$ cat config.mk
export PLATFORM = sky130hd
export DESIGN_NAME = sseg_scan_ctrl
export DESIGN_NICKNAME = d
export VERILOG_FILES = /design/src/rtl/sseg_scan_ctrl.sv
export SDC_FILE = /design/constraint.sdc
export NUM_CORES = 1
export LEC_CHECK = 0
export CORE_ASPECT_RATIO = 0.9
export CORE_MARGIN = 5
export CORE_UTILIZATION = 55
export DETAILED_ROUTE_END_ITERATION = 8
export HOLD_SLACK_MARGIN = 0.1
export PLACE_DENSITY = 0.76
export REMOVE_ABC_BUFFERS = 1
export SLEW_MARGIN = 15
export SYNTH_ARGS = -nofsm -noshare
export SYNTH_HDL_FRONTEND = slang
export SYNTH_SLANG_ARGS = --single-unit
$ cat constraint.sdc
create_clock -name clk -period 4.2 [get_ports clk]
set_input_delay 0.84 -clock clk [delete_from_list [all_inputs] [get_ports clk]]
set_output_delay 0.84 -clock clk [all_outputs]
set_load 0.01 [all_outputs]
$ cat src/rtl/sseg_scan_ctrl.sv
// sseg_scan_ctrl: time-multiplexed scan controller for a bank of
// common-segment seven-segment digits. One shared hex decoder, one
// active-low enable per digit, frame-aligned word commits, leading-zero
// blanking and frame-based blink.

// Hex nibble to active-low segment pattern, bit order {g,f,e,d,c,b,a}.
module sseg (
  input  logic [3:0] i_nibble,
  output logic [6:0] o_segs
);

  // Pure lookup; the caller registers the result.
  always_comb begin
    o_segs = 7'h7F;
    case (i_nibble)
      4'h0: o_segs = 7'b1000000;
      4'h1: o_segs = 7'b1111001;
      4'h2: o_segs = 7'b0100100;
      4'h3: o_segs = 7'b0110000;
      4'h4: o_segs = 7'b0011001;
      4'h5: o_segs = 7'b0010010;
      4'h6: o_segs = 7'b0000010;
      4'h7: o_segs = 7'b1111000;
      4'h8: o_segs = 7'b0000000;
      4'h9: o_segs = 7'b0010000;
      4'hA: o_segs = 7'b0001000;
      4'hB: o_segs = 7'b0000011;
      4'hC: o_segs = 7'b1000110;
      4'hD: o_segs = 7'b0100001;
      4'hE: o_segs = 7'b0000110;
      4'hF: o_segs = 7'b0001110;
      default: o_segs = 7'h7F;
    endcase
  end

endmodule

module sseg_scan_ctrl #(
  parameter int NUM_DIGITS   = 4,
  parameter int SCAN_DIV     = 50000,
  parameter int BLINK_FRAMES = 64
) (
  input  logic                    clk,
  input  logic                    resetn,
  input  logic                    wr_valid,
  output logic                    wr_ready,
  input  logic [4*NUM_DIGITS-1:0] wr_data,
  input  logic                    wr_blank_lz,
  input  logic                    blink_en,
  output logic [NUM_DIGITS-1:0]   digit_en_n,
  output logic [6:0]              segs,
  output logic                    frame_done
);

  localparam int DW = 4 * NUM_DIGITS;
  localparam int IW = (NUM_DIGITS > 1) ? $clog2(NUM_DIGITS) : 1;
  localparam int CW = (SCAN_DIV > 1) ? $clog2(SCAN_DIV) : 1;
  localparam int BW = (BLINK_FRAMES > 1) ? $clog2(BLINK_FRAMES) : 1;

  localparam logic [IW-1:0] LAST_IDX = IW'(NUM_DIGITS - 1);
  localparam logic [CW-1:0] CNT_MAX  = CW'(SCAN_DIV - 1);
  localparam logic [BW-1:0] BCNT_MAX = BW'(BLINK_FRAMES - 1);

  typedef enum logic [1:0] {
    IDLE = 2'd0,
    SCAN = 2'd1,
    GAP  = 2'd2
  } state_t;

  // State and datapath registers
  state_t          r_state;
  logic [DW-1:0]   r_disp;
  logic            r_disp_lz;
  logic [DW-1:0]   r_shadow;
  logic            r_shadow_lz;
  logic            r_pend;
  logic [IW-1:0]   r_idx;
  logic [CW-1:0]   r_cnt;
  logic [BW-1:0]   r_bcnt;
  logic            r_phase;
  logic [NUM_DIGITS-1:0] r_digit_en_n;
  logic [6:0]      r_segs;
  logic            r_frame_done;

  // Next-state values
  state_t          w_state_next;
  logic [DW-1:0]   w_disp_next;
  logic            w_disp_lz_next;
  logic [DW-1:0]   w_shadow_next;
  logic            w_shadow_lz_next;
  logic            w_pend_next;
  logic [IW-1:0]   w_idx_next;
  logic [CW-1:0]   w_cnt_next;
  logic [BW-1:0]   w_bcnt_next;
  logic            w_phase_next;

  // Output pipeline: decoded from next-state so enable and pattern share an edge
  logic [3:0]            w_nibs [NUM_DIGITS];
  logic [NUM_DIGITS-1:0] w_upper_zero;
  logic [3:0]            w_nib;
  logic [6:0]            w_dec;
  logic                  w_lz_blank;
  logic                  w_blank;
  logic                  w_lit;
  logic [NUM_DIGITS-1:0] w_en_n_next;
  logic [6:0]            w_segs_next;
  logic                  w_frame_done_next;
  logic                  w_accept;

  assign wr_ready   = ~r_pend;
  assign w_accept   = wr_valid & ~r_pend;
  assign digit_en_n = r_digit_en_n;
  assign segs       = r_segs;
  assign frame_done = r_frame_done;

  // Per-digit nibble slices and "this digit and everything above is zero" flags
  generate
    for (genvar gi = 0; gi < NUM_DIGITS; gi++) begin : g_digit
      assign w_nibs[gi]       = w_disp_next[4*gi +: 4];
      assign w_upper_zero[gi] = ~|w_disp_next[DW-1:4*gi];
      assign w_en_n_next[gi]  = ~(w_lit && (w_idx_next == IW'(gi)));
    end
  endgenerate

  assign w_nib = w_nibs[w_idx_next];

  sseg u_sseg (
    .i_nibble (w_nib),
    .o_segs   (w_dec)
  );

  // Next-state logic: scan sequencing, handshake, frame-end commit and blink
  always_comb begin
    w_state_next     = r_state;
    w_disp_next      = r_disp;
    w_disp_lz_next   = r_disp_lz;
    w_shadow_next    = r_shadow;
    w_shadow_lz_next = r_shadow_lz;
    w_pend_next      = r_pend;
    w_idx_next       = r_idx;
    w_cnt_next       = r_cnt;
    w_bcnt_next      = r_bcnt;
    w_phase_next     = r_phase;

    case (r_state)
      IDLE: begin
        // Nothing is on screen yet, so the word goes straight to disp
        if (w_accept) begin
          w_disp_next    = wr_data;
          w_disp_lz_next = wr_blank_lz;
          w_idx_next     = '0;
          w_cnt_next     = '0;
          w_state_next   = SCAN;
        end
      end

      SCAN: begin
        if (w_accept) begin
          w_shadow_next    = wr_data;
          w_shadow_lz_next = wr_blank_lz;
          w_pend_next      = 1'b1;
        end
        if (r_cnt == CNT_MAX) begin
          w_cnt_next   = '0;
          w_state_next = GAP;
        end else begin
          w_cnt_next = r_cnt + 1'b1;
        end
      end

      GAP: begin
        if (w_accept) begin
          w_shadow_next    = wr_data;
          w_shadow_lz_next = wr_blank_lz;
          w_pend_next      = 1'b1;
        end
        w_cnt_next   = '0;
        w_state_next = SCAN;
        if (r_idx == LAST_IDX) begin
          // Frame end: commit pending word (accept is impossible while pending)
          w_idx_next = '0;
          if (r_pend) begin
            w_disp_next    = r_shadow;
            w_disp_lz_next = r_shadow_lz;
            w_pend_next    = 1'b0;
          end
          if (r_bcnt == BCNT_MAX) begin
            w_bcnt_next  = '0;
            w_phase_next = ~r_phase;
          end else begin
            w_bcnt_next = r_bcnt + 1'b1;
          end
          if (!blink_en) begin
            w_phase_next = 1'b0;
          end
        end else begin
          w_idx_next = r_idx + 1'b1;
        end
      end

      default: begin
        w_state_next = IDLE;
      end
    endcase
  end

  // Output decode for the cycle about to start
  always_comb begin
    w_lz_blank        = w_disp_lz_next && (w_idx_next != '0) && w_upper_zero[w_idx_next];
    w_blank           = w_lz_blank || (blink_en && w_phase_next);
    w_lit             = (w_state_next == SCAN) && !w_blank;
    w_segs_next       = w_lit ? w_dec : 7'h7F;
    w_frame_done_next = (w_state_next == GAP) && (w_idx_next == LAST_IDX);
  end

  // State, datapath and registered outputs; reset blanks the display at once
  always_ff @(posedge clk or negedge resetn) begin
    if (!resetn) begin
      r_state      <= IDLE;
      r_disp       <= '0;
      r_disp_lz    <= 1'b0;
      r_shadow     <= '0;
      r_shadow_lz  <= 1'b0;
      r_pend       <= 1'b0;
      r_idx        <= '0;
      r_cnt        <= '0;
      r_bcnt       <= '0;
      r_phase      <= 1'b0;
      r_digit_en_n <= '1;
      r_segs       <= 7'h7F;
      r_frame_done <= 1'b0;
    end else begin
      r_state      <= w_state_next;
      r_disp       <= w_disp_next;
      r_disp_lz    <= w_disp_lz_next;
      r_shadow     <= w_shadow_next;
      r_shadow_lz  <= w_shadow_lz_next;
      r_pend       <= w_pend_next;
      r_idx        <= w_idx_next;
      r_cnt        <= w_cnt_next;
      r_bcnt       <= w_bcnt_next;
      r_phase      <= w_phase_next;
      r_digit_en_n <= w_en_n_next;
      r_segs       <= w_segs_next;
      r_frame_done <= w_frame_done_next;
    end
  end

endmodule

==> reports/results.ini <==
[placed_design]
pre_cts_slack_ps=380.3
portBuffers=33
dp_hpwl_um=5947
routabilityCongestion=0.8269

[worst_setup_path]
slowest_stage=o311ai_0
r2r_slack_ps=510
r2r-start=r_state[0]
crit_path_end_kind=flip-flop
cp.required_ps=4480
crit_arrival_ps=3970
worstPathMaxFanout=15
crit_chain=inv_1 -> ha_1 -> and4b_1 -> o311ai_0 -> o22ai_1 -> a221oi_2 -> inv_1 -> ha_1 -> mux2i_1 -> nor2_1 -> o21ai_1
reg2reg_depth=11
crit_path_start=r_state[0]
crit_end=segs[3]
worstSetupPathType=flip-flop to flip-flop
max_stage_delay_ps=720
worst_setup_path_start_kind=flip-flop
reg2reg_to=segs[3]

[sta]
setup_tns_ps=0
rsz0062_at_grt=false
maxSlewViolCount=0
hold_viol_final=0
fin_crit_sh_pct=87.89
hold_ws_ps=466.4
fin_ws_ps=508.8
finalSetupViolCount=0
min_period_ps=3691
slew_headroom_pct=37.90
tightest_slew_ps=928.9
skew_ps=11.94
timing.fmax_mhz=270.9

[yosys]
synthFlopType=dfrtp_1
ys_ff_latch=74
async_reset_ff_share_pct=100.0
synth_edf_count=0
syn_avg_cell_area_um2=9.940
synthTopCellsByArea=dfrtp_1 (40%), dfstp_2 (7.4%), mux2_2 (4.9%), nand2_1 (4.5%), ha_1 (4.2%)
ys_warn_count=0
synth_cells=393
synth_top_cell_by_area=dfrtp_1
ys_seq_area_share_pct=47.76
synth_top_area_share_pct=40.36
netlist_area_um2=3906
ys_types=58

[clock_tree]
htreeDepth=3
postCtsHoldBufs=0
cts_tree=built
cts_setup_buffers=0
clk_latency_ps=350
clockBufferDepth=2
cts.clk_slew.worst_paths_ps=70
cts_made_buffers=9
cts_root_buffer=clkbuf_8
clock-sinks=74
cts_resized=0

[global_routing]
use_met3_pct=5.031
grt_pass1_vias=3051
antenna_found_initial=0
grt_usage_pct=20.09
top_usage_layer=met2
grt_overflow=0
grt_pass1_wl_um=14680
grtUsageMet2_pct=32.05
grt_use_met1_pct=27.19
grt_max_degree=75

[die]
die_x_um=98.84
row_count=29
start_util_pct=56.07
die_h_um=89.95
die-area_um2=8890
io_pins=34
core_um2=6967

[outcome]
status=finished clean

[drt]
remaining_drc_errors=0
wl_per_cell_um=16.36
wirelength_um=8525
first_iter_violations=211
num_vias=3116
drtPass1Iterations=5
antenna_left=0
routed_via_density=5.981

[finish]
drive_gt1_share_pct=15.19
area.growth.synth_to_final_pct=15.47
layout_commonest_cell=dfrtp_1
antenna_cells=0
final_nets=457
final_cell_mix=dfrtp_1 (63), nand2_1 (47), clkdlybuf4s50_1 (32)

[pwr]
powerDensity_nw_per_um2=290.9
ir_worst_vdd_mv=0.2198
leakagePower_nw=2.052

[worst_hold_path]
hp-class=flip-flop to flip-flop

[flow_run]
maxCapViolCount=0

==> area by class of cell <==
class,count,area (um2)
Fill cell,573,2456
Sequential cell,74,1866
Multi-Input combinational cell,268,1834
Timing Repair Buffer,40,377.9
Clock buffer,11,151.4
Tap cell,93,116.4
Inverter,30,112.6
Clock inverter,5,52.55
==> layer usage <==
layer	share of wire, %	up-vias
met5	0	-
met4	1.7	0
met3	6.1	17
met2	48	107
met1	44	1495
li1	-	1497
==> how the worst min path moves through the flow <==
stage | slack (ps) | cells after the start | end | startpoint
after global routing | 510 | 1 | r_bcnt[4] | r_bcnt[4]
after floorplan | 440 | 1 | r_bcnt[4] | r_bcnt[4]
after detailed placement | 460 | 1 | r_bcnt[4] | r_bcnt[4]
final | 470 | 1 | r_bcnt[4] | r_bcnt[4]
after global placement | 460 | 1 | r_bcnt[4] | r_bcnt[4]
after CTS | 470 | 1 | r_bcnt[4] | r_bcnt[4]
==> cells by family after synthesis <==
group / share of synthesized area, %
muxes: 5.926
xor gates and xnor gates: 1.794
and+or+nand+nor: 20.37
DFF: 47.76
adders and majority gates: 4.164
AOI/OAI and AO/OA: 14.70
buffers and inverters: 5.285
==> report_power, final <==
group	switching, mW	total, mW	internal (mW)
Sequential	0	0.713	0.713
Clock	0.258	0.562	0.304
Combinational	0.0207	0.0381	0.0175
==> Yosys cell counts (2+ instances only) <==
library cell	n
and4b_1	2
buf_2	5
o311ai_2	4
mux2_2	17
a21o_1	2
dfrtp_1	63
o311ai_0	2
dfstp_2	11
and3_1	13
mux2i_1	4
inv_1	28
nand3_1	14
o221ai_1	8
a22oi_1	2
clkbuf_1	12
xnor2_1	5
o311ai_1	2
nor4_1	4
nand4b_1	8
o31ai_1	3
xor2_1	3
a221oi_1	2
inv_2	2
nand4_1	15
ha_1	13
a31oi_1	4
nor3_1	10
buf_1	2
o22ai_1	2
nor2_1	19
o21ai_0	28
a21oi_1	8
nand2_1	47
and2_1	4
a222oi_1	2
==> critical path: cells and delay by family, from the launching register on <==
family	cells	cell delay (ps)
AND/OR/NAND/NOR	2	460
flip-flops	1	440
multiplexers	1	150
AO/OA/AOI/OAI	4	1460
buffers and inverters	2	270
adder cells (fa/ha/maj)	2	840
==> flip-flops by register name (all words and copies together) (netlist names), 2 cells and up <==
name        cells
r_cnt          16
r_bcnt          6
r_idx           2
r_shadow       16
r_disp         16
segs            7
r_state         2
digit_en_n      4
==> metrics by stage <==
stage                     cells  area, um2  power (mW)  utilization (%)
after global placement      505       4307      0.7653            61.82
after detailed placement    505       4307      0.7656            61.82
after floorplan             372       3812      0.7271                -
after CTS                   521       4511       1.329            64.74
final                       521       4511       1.312            64.74
after global routing        521       4511       1.361            64.74
Note: power is estimated with default switching activity, not from simulation.
